<file path="config.mk">
export PLATFORM = sky130hd
export DESIGN_NAME = muldiv_unit
export DESIGN_NICKNAME = d
export VERILOG_FILES = /design/src/rtl/muldiv_pkg.sv /design/src/rtl/muldiv_step.sv /design/src/rtl/muldiv_unit.sv
export SDC_FILE = /design/constraint.sdc
export NUM_CORES = 1
export LEC_CHECK = 0
export CORE_MARGIN = 5
export CORE_UTILIZATION = 56
export DETAILED_ROUTE_END_ITERATION = 10
export PLACE_DENSITY = 0.85
export SLEW_MARGIN = 20
export SYNTH_ARGS = -nofsm -noshare
export SYNTH_HDL_FRONTEND = slang
export SYNTH_SLANG_ARGS = --single-unit
</file>
<file path="constraint.sdc">
create_clock -name clk -period 5.8 [get_ports clk]
set_clock_uncertainty 0.1 [all_clocks]
set_input_delay 0.58 -clock clk [delete_from_list [all_inputs] [get_ports clk]]
set_output_delay 0.58 -clock clk [all_outputs]
set_load 0.05 [all_outputs]
</file>
<file path="src/rtl/muldiv_pkg.sv">
// muldiv_pkg: op encodings, FSM states and iteration constants shared by the multiply/divide unit
package muldiv_pkg;
   localparam logic [1:0] OP_MULT = 2'b00;
   localparam logic [1:0] OP_MULTU = 2'b01;
   localparam logic [1:0] OP_DIV = 2'b10;
   localparam logic [1:0] OP_DIVU = 2'b11;
   localparam int ITER = 32;
   localparam int CNT_W = $clog2(ITER);
   typedef enum logic [1:0] {IDLE, RUN, FIX} state_t;
endpackage

</file>
<file path="src/rtl/muldiv_step.sv">
// muldiv_step: one combinational shift-add multiply or restoring-divide iteration
// Divide path (trial subtract, quotient bit) exists only when MULDIV_DIV_EN is defined.
module muldiv_step #(
   parameter int WIDTH = 32
) (
`ifdef MULDIV_DIV_EN
   input  logic             isDiv,
   output logic             qBit,
`endif
   input  logic [WIDTH-1:0] hiIn,
   input  logic [WIDTH-1:0] loIn,
   input  logic [WIDTH-1:0] opnd,
   output logic [WIDTH-1:0] hiOut,
   output logic [WIDTH-1:0] loOut
);
   logic [WIDTH:0] sum;
   assign sum = {1'b0, hiIn} + {1'b0, loIn[0] ? opnd : {WIDTH{1'b0}}};
`ifdef MULDIV_DIV_EN
   logic [WIDTH:0] trial, diff;
   assign trial = {hiIn, loIn[WIDTH-1]};
   // remainder < divisor keeps trial < 2*divisor, so bit WIDTH of diff is a clean borrow
   assign diff = trial - {1'b0, opnd};
   assign qBit = isDiv & ~diff[WIDTH];
   assign hiOut = !isDiv ? sum[WIDTH:1] : qBit ? diff[WIDTH-1:0] : trial[WIDTH-1:0];
   assign loOut = isDiv ? {loIn[WIDTH-2:0], 1'b0} : {sum[0], loIn[WIDTH-1:1]};
`else
   assign hiOut = sum[WIDTH:1];
   assign loOut = {sum[0], loIn[WIDTH-1:1]};
`endif
endmodule

</file>
<file path="src/rtl/muldiv_unit.sv">
// muldiv_unit: iterative 32-bit multiply/divide with HI/LO registers and MTHI/MTLO writes
// MULDIV_DIV_EN enables the divide datapath; without it DIV/DIVU complete as one-cycle no-ops.
module muldiv_unit
   import muldiv_pkg::*;
#(
   parameter int WIDTH = 32
) (
   input  logic             clk,
   input  logic             rst,
   input  logic             start,
   input  logic [1:0]       op,
   input  logic [WIDTH-1:0] rs_data,
   input  logic [WIDTH-1:0] rt_data,
   input  logic             hi_we,
   input  logic             lo_we,
   input  logic [WIDTH-1:0] wdata,
   output logic             busy,
   output logic             done,
   output logic [WIDTH-1:0] hi,
   output logic [WIDTH-1:0] lo
);
   state_t state;
   logic [CNT_W-1:0] count;
   logic [WIDTH-1:0] accHi, accLo, opnd, absRs, absRt, stepHi, stepLo, nextLo, fixHi, fixLo;
   logic [2*WIDTH-1:0] prod;
   logic negRes, nopPend, accept, runOp, rsNeg, rtNeg, isSigned;
   assign isSigned = op == OP_MULT || op == OP_DIV;
   assign rsNeg = isSigned & rs_data[WIDTH-1];
   assign rtNeg = isSigned & rt_data[WIDTH-1];
   assign absRs = rsNeg ? -rs_data : rs_data;
   assign absRt = rtNeg ? -rt_data : rt_data;
   assign accept = start && (state == IDLE || state == FIX);
   assign prod = negRes ? -{accHi, accLo} : {accHi, accLo};
`ifdef MULDIV_DIV_EN
   logic isDiv, negRem, divZero, qBit;
   logic [WIDTH-1:0] rsRaw;
   assign runOp = 1'b1;
   assign nextLo = stepLo | WIDTH'(qBit);
   assign fixHi = !isDiv ? prod[2*WIDTH-1:WIDTH] : divZero ? rsRaw : negRem ? -accHi : accHi;
   assign fixLo = !isDiv ? prod[WIDTH-1:0] : divZero ? '1 : negRes ? -accLo : accLo;
   muldiv_step #(.WIDTH(WIDTH)) step (
      .isDiv(isDiv),
      .qBit(qBit),
      .hiIn(accHi),
      .loIn(accLo),
      .opnd(opnd),
      .hiOut(stepHi),
      .loOut(stepLo)
   );
   always_ff @(posedge clk or posedge rst)
      if (rst) begin
         isDiv <= 1'b0;
         negRem <= 1'b0;
         divZero <= 1'b0;
         rsRaw <= '0;
      end else if (accept) begin
         isDiv <= op[1];
         negRem <= rsNeg;
         divZero <= rt_data == '0;
         rsRaw <= rs_data;
      end
`else
   assign runOp = !op[1];
   assign nextLo = stepLo;
   assign fixHi = prod[2*WIDTH-1:WIDTH];
   assign fixLo = prod[WIDTH-1:0];
   muldiv_step #(.WIDTH(WIDTH)) step (
      .hiIn(accHi),
      .loIn(accLo),
      .opnd(opnd),
      .hiOut(stepHi),
      .loOut(stepLo)
   );
`endif
   always_ff @(posedge clk or posedge rst)
      if (rst) begin
         state <= IDLE;
         count <= '0;
         busy <= 1'b0;
         done <= 1'b0;
         nopPend <= 1'b0;
         hi <= '0;
         lo <= '0;
         accHi <= '0;
         accLo <= '0;
         opnd <= '0;
         negRes <= 1'b0;
      end else begin
         done <= state == FIX || nopPend;
         nopPend <= accept && !runOp;
         if (state == FIX) begin
            hi <= fixHi;
            lo <= fixLo;
         end else if (state == IDLE && !start) begin
            if (hi_we) hi <= wdata;
            if (lo_we) lo <= wdata;
         end
         if (state == RUN) begin
            accHi <= stepHi;
            accLo <= nextLo;
            count <= count + 1'b1;
            if (count == CNT_W'(ITER - 1)) state <= FIX;
         end else if (accept) begin
            accHi <= '0;
            accLo <= absRs;
            opnd <= absRt;
            negRes <= rsNeg ^ rtNeg;
            count <= '0;
            busy <= runOp;
            state <= runOp ? RUN : IDLE;
         end else begin
            busy <= 1'b0;
            state <= IDLE;
         end
      end
endmodule

</file>
=== After elaboration in Yosys (flattened, before gate mapping) ===
Index checks and enable logic that the tools add are counted.

* Output and inout port bits: 66
* Logic and storage cells: 63
* Input bits: 103
* Flip-flop bits (word level): 171

* Reductions and logical operators: 17
* Bitwise operators: 4
* Add/subtract/negate cells: 5
* Muxes and demuxes: 21
* Equal/unequal tests: 5

{| class="wikitable"
|+ Operators by type and width
! kind !! number
|-
| 32-bit 2-to-1 mux || 13
|-
| 64-bit 2-to-1 mux || 1
|-
| 32-bit negator || 2
|-
| 64-bit negator || 1
|-
| 32-bit by 32-bit adder with 33-bit output || 1
|-
| 5-bit 2-to-1 mux || 2
|-
| 2-bit nonzero test || 4
|-
| 2-bit AND reduction || 3
|-
| 5-bit by 1-bit adder with 5-bit output (second input constant) || 1
|-
| 5-bit equality test (second input constant) || 1
|-
| 2-bit equality test (second input constant) || 2
|-
| 2-bit logical NOT || 2
|-
| 2-bit 2-to-1 mux || 2
|-
| 1-bit logical AND || 3
|-
| 1-bit logical OR || 3
|-
| 1-bit 2-to-1 mux || 3
|-
| 1-bit AND || 2
|-
| 2-bit by 1-bit equality test with 1-bit output (second input constant) || 1
|-
| 1-bit logical NOT || 2
|-
| 2-bit by 1-bit != test with 1-bit output (second input constant) || 1
|-
| 1-bit NOT || 1
|-
| 1-bit bitwise XOR || 1
|}

=== Depth between registers and ports, before layout ===
Gate-level depths: netlist of the first run.

* Depth after elaboration: 6
* Mapped depth: 13

=== Cells and area by module ===
A second synthesis of the first run with hierarchy kept.

* Cells, all modules: 1418
* Area total of the unflattened synthesis: 12349.3 µm²

{| class="wikitable"
|+ Modules (own cells, without submodules)
! module !! area an instance (µm²) !! cells each !! times used
|-
| muldiv_unit || 9920.8 || 1065 || 1
|-
| muldiv_step || 2428.6 || 353 || 1
|}

=== Least setup slack after synthesis of the first run ===
OpenSTA, ideal clock, no wires.

* Path type: flip-flop to flip-flop
* From: register accLo[0]
* To: register accHi[20]
* Path buffers: 2
* Library setup time: 122 ps
* Data required time: 5578 ps
* Stages on the path, launching flop included: 12
* Clock period less this slack: 2900 ps
* Data arrival time: 2678 ps
* Path slack: 2900 ps
* Cells stage by stage: dfrtp_1 -> clkbuf_1 -> clkbuf_1 -> and2_1 -> ha_1 -> a21oi_1 -> o21ai_0 -> a311oi_1 -> nand2_1 -> a21o_1 -> a311o_1 -> a32o_1

* Cells in the longest elaborated chain, start to end: 3

{| class="wikitable"
|+ RTL lines
! what !! RTL line !! text
|-
| start: declaration || muldiv_unit.sv:24 || <nowiki>logic [WIDTH-1:0] accHi, accLo, opnd, absRs, absRt, stepHi, stepLo, nextLo, fixHi, fixLo;</nowiki>
|-
| start signal: assignment || muldiv_unit.sv:100 || <nowiki>accLo <= nextLo;</nowiki>
|-
| start signal: assignment || muldiv_unit.sv:105 || <nowiki>accLo <= absRs;</nowiki>
|-
| 32-bit 2-to-1 mux || muldiv_step.sv:17 || <nowiki>assign sum = {1'b0, hiIn} + {1'b0, loIn[0] ? opnd : {WIDTH{1'b0}}};</nowiki>
|-
| 32-bit by 32-bit adder with 33-bit output || muldiv_step.sv:17 ||
|-
| 32-bit 2-to-1 mux || muldiv_unit.sv:98 || <nowiki>if (state == RUN) begin</nowiki>
|-
| end signal: assignment || muldiv_unit.sv:99 || <nowiki>accHi <= stepHi;</nowiki>
|-
| end: declaration || muldiv_unit.sv:24 ||
|}

No other way between the ends.
A chain may end at the register's enable or synchronous reset.

=== Worst setup path in the final report of the first run ===
Same ends and word-level chain as after synthesis.

==> impl_metrics.env, run 1 <==
export IMPL_start_util_pct=56.39
export IMPL_antenna_found_initial=0
export IMPL_worstSetupPathType="flip-flop to flip-flop"
export IMPL_num_fill_cells=1700
export IMPL_layoutNonFillerInstCount=1753
export IMPL_synth_edf_count=0
export IMPL_drtAntennaViolNets=0
export IMPL_ir_drop_mv=0.2463
export IMPL_hold_class="flip-flop to flip-flop"
export IMPL_firstDrtPassIters=6
export IMPL_worst_path_max_fanout=30
export IMPL_finalCritPeriodShare_pct=57.44
export IMPL_period_needed_ns=3.332
export IMPL_fin_nets=1609
export IMPL_crit_required_ns=6.02
export IMPL_final_common_cell="dfrtp_1"
export IMPL_core_mm2=0.02082
export IMPL_place_gp_congestion=0.9774
export IMPL_worstMarginPinSlew_ns=0.9513
export IMPL_cts_buffers=17
export IMPL_ctsResizeCount=0
export IMPL_path_clk_slew_ns=0.06
export IMPL_pwr_share_clk_pct=14.2
export IMPL_dp_cells=1724
export IMPL_ys_ff_latch=171
export IMPL_postCtsHoldBufs=0
export IMPL_net_switching_power_mw=3.736
export IMPL_dp_hpwl_um=25960
export IMPL_ys_seq_area_share_pct=36.45
export IMPL_p_leak_nw=5.510
export IMPL_total_power_mw=7.824
export IMPL_hold_violations=0
export IMPL_die_w_um=154.8
export IMPL_io_buffer_count=168
export IMPL_drive_above_1_share_pct=4.668
export IMPL_wirelength_um=34310
export IMPL_insertion_delay_ns=0.43
export IMPL_yosys_warnings=0
export IMPL_drc=0
export IMPL_outcome="finished clean"
export IMPL_synth_nets=1494
export IMPL_grt_pass1_wl_um=55070
export IMPL_grt_max_degree=90
export IMPL_tns_ns=0
export IMPL_cts_setup_buffers=0
export IMPL_die_h_um=154.8
export IMPL_cts_tree="done"
export IMPL_fin_util_pct=67.92
export IMPL_wl_per_cell_um=19.57
export IMPL_syn_cell_area_mm2=0.01174
export IMPL_finalInstanceArea_mm2=0.01414
export IMPL_p_sw_share_pct=47.75
export IMPL_cp_end_kind="flip-flop"
export IMPL_syn_inst=1353
export IMPL_rsz0062_at_grt="no"
export IMPL_start_kind="flip-flop"
export IMPL_ys_flop_type="dfrtp_1"
export IMPL_synth_distinct_cells=65
export IMPL_max_slew_margin_pct=36.45
export IMPL_dr_total_vias=10850
export IMPL_cts_htree_levels=4
export IMPL_grt_pass1_vias=10280
export IMPL_clkSinkCount=171
export IMPL_cts_buffer_depth=2
export IMPL_power_density_mw_per_mm2=553.3
export IMPL_io_pins=169
export IMPL_drt_vias_per_instance=6.188
export IMPL_maxCapViolations=0
export IMPL_antennaDiodeCount=0
export IMPL_syn_to_final_growth_pct=20.45
export IMPL_async_flop_share_pct=100.0
export IMPL_drt_iter0_drc=1042
export IMPL_combPwrFrac_pct=54.6
export IMPL_cp_arrival_ns=3.55
export IMPL_cts_root_buf="clkbuf_16"
export IMPL_pwr_share_seq_pct=31.2
export IMPL_track_usage_pct=28.49
export IMPL_row_count=53
export IMPL_die_area_mm2=0.02396
export IMPL_setup_viol=0
export IMPL_max_freq_mhz=300.1
export IMPL_syn_avg_cell_area_um2=8.678
export IMPL_p_int_mw=4.088
export IMPL_placed_area_mm2=0.01358
export IMPL_layout_common_cells="dfrtp_1 (170), clkdlybuf4s50_1 (168), o21ai_0 (145)"
export IMPL_slew_violations=0
export IMPL_gr_total_overflow=0
flip-flops by register name, summed over array words and instances, names as in the netlist:
name	flops
opnd	32
nopPend	1
state	2
accLo	32
count	5
lo	32
negRes	1
done	1
accHi	32
hi	32
busy	1
worst paths after layout:
check	startpoint	slack, ns	endpoint	cells after the start
worst max-delay path	accLo[0]$_DFFE_PP0P_	2.47	accHi[20]$_DFFE_PP0P_	10
worst min register to register	opnd[8]$_DFFE_PP0P_	0.37	opnd[8]$_DFFE_PP0P_	2
max in group asynchronous	rst	4.10	accHi[14]$_DFFE_PP0P_	3
min in group asynchronous	rst	0.55	lo[13]$_DFFE_PP0P_	2
worst max register to register	accLo[0]$_DFFE_PP0P_	2.47	accHi[20]$_DFFE_PP0P_	10
worst min-delay path	opnd[8]$_DFFE_PP0P_	0.37	opnd[8]$_DFFE_PP0P_	2
routing by layer:
metal,vias to the layer above,share of wire [%],GRT usage (%)
met5,-,0,0
met4,0,2.5,8.452
met3,54,8.7,6.240
met2,505,45,44.57
met1,5135,44,39.93
li1,5153,-,-
cell type report:
class	instances	area [um^2]	share of cell area [%]
sequential	171	4280	30.27
tap	275	344.1	2.433
multi-input combinational	1079	7103	50.23
timing repair buffer	179	1777	12.56
clock inverter	7	93.84	0.6635
inverter	20	80.08	0.5662
clock buffer	22	464.2	3.282
power by group through the flow:
stage	clock network, mW	logic [mW]	registers, mW
final	1.11	4.27	2.44
after global routing	1.18	4.67	2.51
after CTS	1.12	4.25	2.42
after detailed placement	0	4.21	2.43
after global placement	0	4.14	2.40
after floorplan	0	2.55	2.77
Yosys cell counts (all sizes together), types with 23 or more instances:
cell type  count  share of area [%]
dfrtp        171                 36
o21ai        171                7.3
nand2        139                4.4
a21oi         88                3.8
xor2          70                5.2
clkbuf        67                2.1
xnor2         67                5.0
nor2          62                2.0
mux2i         39                3.3
ha            37                3.9
and2          36                1.9
nor2b         35                1.9
a211oi        32                2.0
a22oi         27                1.7
o31ai         25                1.6
nor3          23               0.98
or3           23                1.3
cells by family (layout without fill, tap and decap cells):
| group | Yosys count | count (layout) | share of synthesized area [%] |
|---|---|---|---|
| buffers and inverters | 103 | 228 | 3.378 |
| muxes | 39 | 39 | 3.325 |
| DFF | 171 | 171 | 36.44 |
| adders and majority gates | 38 | 38 | 4.113 |
| xor gates and xnor gates | 137 | 137 | 10.22 |
| AOI/OAI and AO/OA | 438 | 438 | 23.60 |
| and+or+nand+nor | 427 | 427 | 18.92 |
worst max-delay path, stage by stage (launching register included):
cell and delay, ns:
dfrtp_1 0.50, buf_4 0.26, and2_1 0.17, ha_1 0.37
a21oi_1 0.25, o21ai_0 0.12, a311oi_1 0.39, nand2_1 0.26
a21o_1 0.21, a311o_1 0.33, a32o_1 0.24
stage by stage:
| step | hold WS, ns | setup slack (ns) |
|---|---|---|
| floorplan | 0.3084 | 0.4882 |
| global placement | 0.3524 | 2.336 |
| detailed placement | 0.3662 | 2.106 |
| CTS | 0.3801 | 2.508 |
| global route | 0.3921 | 2.226 |
| finish | 0.3745 | 2.468 |
No activity file was read; power rests on OpenSTA's default activity.
==> inputs of run 2 (changes only) <==
--- a/config.mk
+++ b/config.mk
@@ -6,9 +6,9 @@
 export NUM_CORES = 1
 export LEC_CHECK = 0
 export CORE_MARGIN = 5
-export CORE_UTILIZATION = 56
+export CORE_UTILIZATION = 51
 export DETAILED_ROUTE_END_ITERATION = 10
-export PLACE_DENSITY = 0.85
+export PLACE_DENSITY = 0.81
 export SLEW_MARGIN = 20
 export SYNTH_ARGS = -nofsm -noshare
 export SYNTH_HDL_FRONTEND = slang
==> constraint.sdc (replaced) <==
create_clock -name clk -period 2.91 [get_ports clk]
set_clock_uncertainty 0.1 [all_clocks]
set_input_delay 0.291 -clock clk [delete_from_list [all_inputs] [get_ports clk]]
set_output_delay 0.291 -clock clk [all_outputs]
set_load 0.05 [all_outputs]
==> impl_metrics.env, run 2 (synthesis gave the netlist of run 1 again) <==
export IMPL_firstDrtPassIters=6
export IMPL_cts_tree="done"
export IMPL_path_clk_slew_ns=0.07
export IMPL_drive_above_1_share_pct=13.38
export IMPL_setup_viol=1
export IMPL_power_density_mw_per_mm2=1099
export IMPL_max_slew_margin_pct=44.30
export IMPL_worst_path_stages=7
export IMPL_hold_violations=0
export IMPL_start_util_pct=51.86
export IMPL_drt_iter0_drc=1311
export IMPL_violations="setup timing"
export IMPL_finalInstanceArea_mm2=0.01534
export IMPL_net_switching_power_mw=7.978
export IMPL_die_area_mm2=0.02616
export IMPL_core_mm2=0.02264
export IMPL_layout_common_cells="dfrtp_1 (170), clkdlybuf4s50_1 (168), o21ai_0 (145)"
export IMPL_outcome="finished, violations left"
export IMPL_ir_drop_mv=0.4848
export IMPL_worstReg2RegStart="accHi[19]$_DFFE_PP0P_"
export IMPL_cts_buffers=17
export IMPL_reg2reg_depth=7
export IMPL_drtAntennaViolNets=0
export IMPL_grt_max_degree=100
export IMPL_period_needed_ns=2.923
export IMPL_io_pins=169
export IMPL_dr_total_vias=11300
export IMPL_clkSinkCount=171
export IMPL_maxCapViolations=0
export IMPL_grt_pass1_vias=10680
export IMPL_max_stage_delay_ns=0.55
export IMPL_drc=0
export IMPL_cp_num_buf_inv=0
export IMPL_max_freq_mhz=342.1
export IMPL_rsz0062_at_grt="yes"
export IMPL_worstSetupPathType="flip-flop to flip-flop"
export IMPL_cp_end_kind="flip-flop"
export IMPL_combPwrFrac_pct=59.8
export IMPL_cp_top_family="simple AND/OR/NAND/NOR gates"
export IMPL_critPathSlowestCell="or4_4"
export IMPL_whs_ns=0.1678
export IMPL_wl_per_cell_um=19.40
export IMPL_wirelength_um=36270
export IMPL_cp_arrival_ns=3.10
export IMPL_slew_violations=0
export IMPL_syn_to_final_growth_pct=30.66
export IMPL_cp_startpoint="accHi[19]$_DFFE_PP0P_"
export IMPL_cts_htree_levels=4
export IMPL_finalCritPeriodShare_pct=100.5
export IMPL_pwr_share_clk_pct=13.5
export IMPL_dp_hpwl_um=28010
export IMPL_start_kind="flip-flop"
export IMPL_grt_pass1_wl_um=56800
export IMPL_drt_vias_per_instance=6.045
export IMPL_worst_path_max_fanout=3
export IMPL_path_cells="or4_4 -> or4_4 -> or3_4 -> or3_4 -> o41ai_4 -> xor2_1 -> a21oi_1"
export IMPL_gr_total_overflow=0
export IMPL_antennaDiodeCount=0
export IMPL_row_count=55
export IMPL_pwr_share_seq_pct=26.7
export IMPL_insertion_delay_ns=0.43
export IMPL_worstMarginPinSlew_ns=0.8338
export IMPL_p_leak_nw=6.087
export IMPL_p_sw_share_pct=47.31
export IMPL_final_common_cell="dfrtp_1"
export IMPL_place_gp_congestion=0.9350
export IMPL_setup_slack_ns=-0.01333
export IMPL_placed_area_mm2=0.01447
export IMPL_cts_root_buf="clkbuf_16"
export IMPL_p_int_mw=8.886
export IMPL_die_w_um=161.7
export IMPL_die_h_um=161.7
export IMPL_track_usage_pct=26.88
export IMPL_antenna_found_initial=1
export IMPL_fin_nets=1713
export IMPL_hold_class="primary input to asynchronous set/reset pin"
export IMPL_cts_buffer_depth=2
export IMPL_io_buffer_count=168
export IMPL_crit_required_ns=3.08
## run 2: changes by cell type in the layout (fill, tap and decap cells not counted), moves of 4 or more
cell | before | now
buf_12 | 1 | 11
buf_4 | 10 | 102
ha_1 | 37 | 30
ha_2 | 0 | 4
a21oi_1 | 88 | 83
a21oi_2 | 0 | 5
## run 2: final timing paths
check,slack [ns],endpoint
hold reg to reg,0.37,opnd[4]$_DFFE_PP0P_
hold / removal,0.17,lo[7]$_DFFE_PP0P_
min in group clk,0.37,opnd[4]$_DFFE_PP0P_
max in group asynchronous,1.79,negRes$_DFFE_PP0P_
setup reg to reg,-0.01,hi[31]$_DFFE_PP0P_
setup / recovery,-0.01,hi[31]$_DFFE_PP0P_
## run 2: power groups by stage
stage / registers (mW) / logic, mW / clock network (mW)
after floorplan: 5.52 / 5.09 / 0
after global placement: 4.43 / 9.46 / 0
after detailed placement: 4.49 / 9.64 / 0
after CTS: 4.45 / 9.73 / 2.29
after global routing: 4.64 / 10.9 / 2.40
final: 4.50 / 10.1 / 2.28
## run 2: cell type report
cell class                 count  area (um^2)
multi-input combinational   1079         7348
tap                          285        356.6
clock buffer                  19        452.9
fill                        1754         7300
timing repair buffer         283         2690
clock inverter                13        133.9
inverter                      20        78.83
sequential                   171         4280
## run 2: routing by layer
metal,up-vias,wire length [um],global-route usage (%),part of all wire [%]
met3,61,3110,4.846,8.6
li1,5364,-,-,-
met2,493,16330,42.09,45
met1,5384,15920,38.47,44
met4,2,889,7.843,2.5
met5,-,19,0,0.052
## run 2: timing repair
item	4_1_cts	5_1_grt
setup endpoints to repair	7	28
hold buffers	0	0
resized for setup	5	40
pin swaps	5	10
setup buffers	0	4
cloned	0	0
## run 2: per-stage QoR
step | TNS, ns | instances | setup slack [ns] | utilization [%] | power (mW)
2_1_floorplan | 0 | 1353 | 0.01039 | - | 10.61
3_3_place_gp | -0.1690 | 1834 | -0.08058 | 63.91 | 13.89
3_5_place_dp | -0.2126 | 1834 | -0.1315 | 63.91 | 14.13
4_1_cts | -0.03768 | 1866 | -0.02045 | 66.64 | 16.47
5_1_grt | -0.3856 | 1870 | -0.08588 | 67.76 | 17.91
6_report | -0.01333 | 1870 | -0.01333 | 67.76 | 16.86
==> inputs of run 3 (changes only) <==
--- a/config.mk
+++ b/config.mk
@@ -5,6 +5,7 @@
 export SDC_FILE = /design/constraint.sdc
 export NUM_CORES = 1
 export LEC_CHECK = 0
+export CAP_MARGIN = 25
 export CORE_MARGIN = 5
 export CORE_UTILIZATION = 51
 export DETAILED_ROUTE_END_ITERATION = 10
==> results of run 3 <==
No change in the layout: final DEF, timing and power equal those of run 2.
